<file path="config.mk">
export PLATFORM = sky130hd
export DESIGN_NAME = lfsr_rng_flat
export DESIGN_NICKNAME = d
export VERILOG_FILES = /design/src/rtl/lfsr_rng_if.sv /design/src/rtl/lfsr_rng.sv /design/src/flat_wrapper.sv
export SDC_FILE = /design/constraint.sdc
export NUM_CORES = 1
export LEC_CHECK = 0
export BUFFER_PORTS_ARGS = -buffer_cell sky130_fd_sc_hd__buf_2
export CAP_MARGIN = 15
export CORE_ASPECT_RATIO = 1.1
export CORE_MARGIN = 3
export CORE_UTILIZATION = 45
export DETAILED_ROUTE_END_ITERATION = 8
export PLACE_DENSITY = 0.66
export SLEW_MARGIN = 20
export SYNTH_ARGS = -nofsm -noshare
export SYNTH_HDL_FRONTEND = slang
export SYNTH_SLANG_ARGS = --single-unit
</file>
<file path="constraint.sdc">
create_clock -name clk_i -period 4.82 [get_ports clk_i]
set_clock_uncertainty 0.05 [all_clocks]
set_input_delay 0.482 -clock clk_i [delete_from_list [all_inputs] [get_ports clk_i]]
set_output_delay 0.482 -clock clk_i [all_outputs]
set_load 0.005 [all_outputs]
</file>
<file path="src/rtl/lfsr_rng_if.sv">
// Sample handshake bundle between lfsr_rng (master) and its consumer (slave).
// The bound signal and its modport entries exist only when LFSR_RNG_BOUND_EN is defined.
interface lfsr_rng_if #(
   parameter int unsigned WIDTH = 32'd13
);
   logic             en;
   logic             seed_load;
   logic [WIDTH-1:0] seed;
   logic [WIDTH-1:0] rnd;
   logic             rnd_valid;
   logic             rnd_ready;
`ifdef LFSR_RNG_BOUND_EN
   logic [WIDTH-1:0] bound;

   modport master (input en, seed_load, seed, rnd_ready, bound, output rnd, rnd_valid);
   modport slave  (output en, seed_load, seed, rnd_ready, bound, input rnd, rnd_valid);
`else
   modport master (input en, seed_load, seed, rnd_ready, output rnd, rnd_valid);
   modport slave  (output en, seed_load, seed, rnd_ready, input rnd, rnd_valid);
`endif
endinterface

</file>
<file path="src/rtl/lfsr_rng.sv">
// Fibonacci-LFSR random source: SHIFTS shifts per sample, seed reload, valid/ready output.
// Optional range rejection against bus.bound is enabled by defining LFSR_RNG_BOUND_EN.
module lfsr_rng #(
   parameter int unsigned     WIDTH  = 32'd13,
   parameter logic [WIDTH-1:0] TAPS  = 13'h100D,
   parameter logic [WIDTH-1:0] SEED  = 13'h000F,
   parameter int unsigned     SHIFTS = 32'd13
) (
   input  logic          clk_i,
   input  logic          rst_i,
   lfsr_rng_if.master    bus
);
   localparam int unsigned CNT_W = $clog2(SHIFTS + 32'd1);

   typedef enum logic {
      FILL = 1'b0,
      HOLD = 1'b1
   } state_e;

   state_e           state_q, state_d;
   logic [WIDTH-1:0] lfsr_q, lfsr_d;
   logic [CNT_W-1:0] cnt_q, cnt_d;
   logic [WIDTH-1:0] rnd_q, rnd_d;
   logic             valid_q, valid_d;
   logic [WIDTH-1:0] next_s;
   logic             accept_s;

   function automatic logic feedback(input logic [WIDTH-1:0] v);
      return ^(v & TAPS);
   endfunction

   assign next_s = {lfsr_q[WIDTH-2:0], feedback(lfsr_q)};

   // Range filter applied to the candidate at the capture edge; zero bound disables it.
`ifdef LFSR_RNG_BOUND_EN
   assign accept_s = (bus.bound == {WIDTH{1'b0}}) || (next_s < bus.bound);
`else
   assign accept_s = 1'b1;
`endif

   // Next-state logic: seed load overrides everything, then FILL/HOLD behaviour.
   always_comb begin
      state_d = state_q;
      lfsr_d  = lfsr_q;
      cnt_d   = cnt_q;
      rnd_d   = rnd_q;
      valid_d = valid_q;
      if (bus.seed_load) begin
         lfsr_d  = (bus.seed == {WIDTH{1'b0}}) ? SEED : bus.seed;
         cnt_d   = {CNT_W{1'b0}};
         valid_d = 1'b0;
         state_d = FILL;
      end else begin
         case (state_q)
            FILL: begin
               if (bus.en) begin
                  lfsr_d = next_s;
                  if (cnt_q == CNT_W'(SHIFTS - 32'd1)) begin
                     cnt_d = {CNT_W{1'b0}};
                     if (accept_s) begin
                        rnd_d   = next_s;
                        valid_d = 1'b1;
                        state_d = HOLD;
                     end else begin
                        state_d = FILL;
                     end
                  end else begin
                     cnt_d = cnt_q + CNT_W'(1);
                  end
               end else begin
                  lfsr_d = lfsr_q;
               end
            end
            HOLD: begin
               if (valid_q && bus.rnd_ready) begin
                  valid_d = 1'b0;
                  state_d = FILL;
               end else begin
                  state_d = HOLD;
               end
            end
            default: begin
               state_d = FILL;
            end
         endcase
      end
   end

   // State and output registers with asynchronous reset.
   always_ff @(posedge clk_i or posedge rst_i) begin
      if (rst_i) begin
         state_q <= FILL;
         lfsr_q  <= SEED;
         cnt_q   <= {CNT_W{1'b0}};
         rnd_q   <= {WIDTH{1'b0}};
         valid_q <= 1'b0;
      end else begin
         state_q <= state_d;
         lfsr_q  <= lfsr_d;
         cnt_q   <= cnt_d;
         rnd_q   <= rnd_d;
         valid_q <= valid_d;
      end
   end

   assign bus.rnd       = rnd_q;
   assign bus.rnd_valid = valid_q;

endmodule

</file>
<file path="src/flat_wrapper.sv">
// flat-port wrapper written by rule: the top's interface ports become plain ports
module lfsr_rng_flat 
#(
   parameter int unsigned     WIDTH  = 32'd13,
   parameter logic [WIDTH-1:0] TAPS  = 13'h100D,
   parameter logic [WIDTH-1:0] SEED  = 13'h000F,
   parameter int unsigned     SHIFTS = 32'd13
)
  (clk_i, rst_i, bus_en, bus_seed_load, bus_seed, bus_rnd_ready, bus_rnd, bus_rnd_valid);
  lfsr_rng_if #(.WIDTH(WIDTH)) bus_i ();
  input  logic clk_i;
  input  logic rst_i;
  input wire logic [$bits(bus_i.en)-1:0] bus_en;
  input wire logic [$bits(bus_i.seed_load)-1:0] bus_seed_load;
  input wire logic [$bits(bus_i.seed)-1:0] bus_seed;
  input wire logic [$bits(bus_i.rnd_ready)-1:0] bus_rnd_ready;
  output wire logic [$bits(bus_i.rnd)-1:0] bus_rnd;
  output wire logic [$bits(bus_i.rnd_valid)-1:0] bus_rnd_valid;
  assign bus_i.en = bus_en;
  assign bus_i.seed_load = bus_seed_load;
  assign bus_i.seed = bus_seed;
  assign bus_i.rnd_ready = bus_rnd_ready;
  assign bus_rnd = bus_i.rnd;
  assign bus_rnd_valid = bus_i.rnd_valid;
  lfsr_rng #(.WIDTH(WIDTH), .TAPS(TAPS), .SEED(SEED), .SHIFTS(SHIFTS)) u_core (.clk_i(clk_i), .rst_i(rst_i), .bus(bus_i));
endmodule
</file>
==> metrics.cfg <==
[outcome]
status = completed

[worst_setup_path]
rrSetupSlack_ns = 2.80
end_kind = register
cp_max_fo = 14
critPathArrivalTime_ns = 2.19
r2r_end = u_core.bus.rnd[5]
critPathKind = reg -> reg
cp-endpoint = u_core.bus.rnd[5]
required_ns = 4.98
r2r_start = u_core.cnt_q[0]
startpoint = u_core.cnt_q[0]
rr_worst_depth = 5
cp-start-kind = register

[sta]
whs_ns = 0.167
hold_viol = 0
setup_viol = 0
fmax_mhz = 495
post-route-min-period_ns = 2.02
fin_crit_sh_pct = 41.9
rsz0062_at_grt = false
setup_tns_ns = 0
tightestPinTransition_ns = 0.694
relSlewSlack_pct = 53.6
report.final.slew_viol_count = 0

[min_path]
hp-class = in -> async

[detailed_routing]
via_per_inst = 5.42
vias = 1051
drt_iter0_markers = 51
first_pass_iters = 4
antenna_left = 0
detail_route.wl_per_cell_um = 14.2
drc = 0
wirelength_mm = 2.76

[clock_tree]
clk_latency_ns = 0.32
path_clk_slew_ns = 0.09
cts_buffers = 5
cts_root_buffer = clkbuf_4
clock_path_buffers = 2
cts_tree = done
cts_resized = 0
htreeDepth = 2
clock_sinks = 32
cts_setup_buffers = 0
ctsHoldBuffers = 0

[global_routing]
overflow = 0
grt_pass1_wl_mm = 4.61
grt_max_degree = 33
first_global_vias = 1036
antenna_found_initial = 0
grt_util_all_layers_pct = 15.6

[power]
comb_power_share_pct = 11.5
pwr-share-clk_pct = 30.5
p_int_uw = 385
leakage_uw = 0.000896
ir_drop_mv = 0.155
p_switching_uw = 128
switching_share_pct = 24.9
p_per_area_mw_per_mm2 = 298
p_seq_share_pct = 58.0

[yosys]
synthFlopType = dfrtp_1
synth_fp_nets = 145
synth_edf_count = 0
avgSynthCellArea_um2 = 11.9
syn-cell-area_mm2 = 0.00148
synth_cell_type_count = 29
ys_async_sr_fraction_pct = 100
ys_seq_elements = 32
netlist_instances = 125
yosysWarnings = 0
yosysSeqAreaShare_pct = 54.3

[die]
die-area_mm2 = 0.00402
core_mm2 = 0.00310
rows = 21
die_w_um = 60.8
die_y_um = 66.2
start_util_pct = 47.9
io_pins = 32

[finish]
diodes = 0
layout-drive-gt1-share_pct = 36.9
syn_to_final_growth_pct = 15.9
mostFrequentLayoutCell = buf_2
num-fill-cells = 290
layout.nets = 179
mostFrequentLayoutCells = buf_2 (31), dfrtp_1 (28), mux2i_1 (13), nand2_1 (13), mux2_2 (13)

[placement]
gp_congestion = 0.737
port_buffers = 31
dp_hpwl_mm = 1.95

[job]
maxCapViolCount = 0

-- final cells by class --
cell class | instances | area, µm² | share of cell area (%)
multi-input combinational | 80 | 619 | 36.0
sequential | 32 | 806 | 46.9
timing repair buffer | 32 | 163 | 9.46
tap | 34 | 42.5 | 2.47
clock buffer | 8 | 58.8 | 3.42
inverter | 8 | 30.0 | 1.75
-- layer usage --
metal | up-vias | share of wire (%) | GRT usage, %
li1 | 516 | - | -
met1 | 501 | 46 | 20.4
met2 | 27 | 46 | 22.9
met3 | 7 | 5.2 | 3.71
met4 | 0 | 2.3 | 9.76
met5 | - | 0 | 0
-- stage by stage --
step                total power [µW]  instances  area, µm²  setup WS [ns]  util [%]
CTS                              520        194       1710           2.49      55.2
floorplan                        342        125       1480           3.10         -
detailed placement               362        186       1650           2.46      53.3
global route                     542        194       1720           2.64      55.4
finish                           513        194       1720           2.80      55.4
global placement                 360        186       1650           2.53      53.3
-- worst min-delay path by stage --
stage / cells after the start / startpoint / slack, ns / endpoint
2_1_floorplan: 1 / u_core.lfsr_q[9] / 0.45 / u_core.bus.rnd[10]
3_3_place_gp: 1 / u_core.bus.rnd[0] / 0.44 / u_core.bus.rnd[0]
3_5_place_dp: 1 / u_core.bus.rnd[0] / 0.44 / u_core.bus.rnd[0]
4_1_cts: 3 / rst_i / 0.17 / u_core.bus.rnd[3]
5_1_grt: 3 / rst_i / 0.20 / u_core.bus.rnd[7]
6_report: 3 / rst_i / 0.17 / u_core.bus.rnd[7]
-- cells by family after synthesis --
| family | count (synthesis) | share of synthesized area, % |
|---|---|---|
| multiplexers | 26 | 18.6 |
| AND/OR/NAND/NOR | 28 | 9.78 |
| XOR/XNOR | 2 | 2.11 |
| adder cells (fa/ha/maj) | 2 | 1.69 |
| flip-flops | 32 | 54.3 |
| AO/OA/AOI/OAI | 22 | 9.11 |
| buffers and inverters | 13 | 4.38 |
-- Yosys cell counts (all sizes together), types with 3 or more instances --
cell type   n  area share [%]
o21ai      11             3.7
nand2      13             3.3
buf         3             1.9
nand3       3             1.0
nor2        3            0.76
dfstp       4             7.1
dfrtp      28              47
a22oi       3             1.5
mux2       13             9.9
inv         8             2.0
mux2i      13             8.8
-- critical path, stage by stage, from the launching register on --
cell     delay, ns
dfrtp_1       0.42
inv_1         0.09
ha_1          0.16
nand3_1       0.19
nor3_4        0.60
mux2_2        0.40
-- state kept, by name, indices dropped and copies added (netlist names) --
name / count
u_core.bus.rnd: 13
u_core.lfsr_q: 13
u_core.cnt_q: 4
u_core.bus.rnd_valid: 1
u_core.state_q: 1
-- power groups by stage --
stage	registers (µW)	logic [µW]	clock network [µW]
4_1_cts	298	59.8	163
5_1_grt	299	67.3	175
3_3_place_gp	302	57.7	0
3_5_place_dp	303	59.3	0
2_1_floorplan	299	43.3	0
6_report	298	59.0	156
Power figures use the tool's default switching activity.
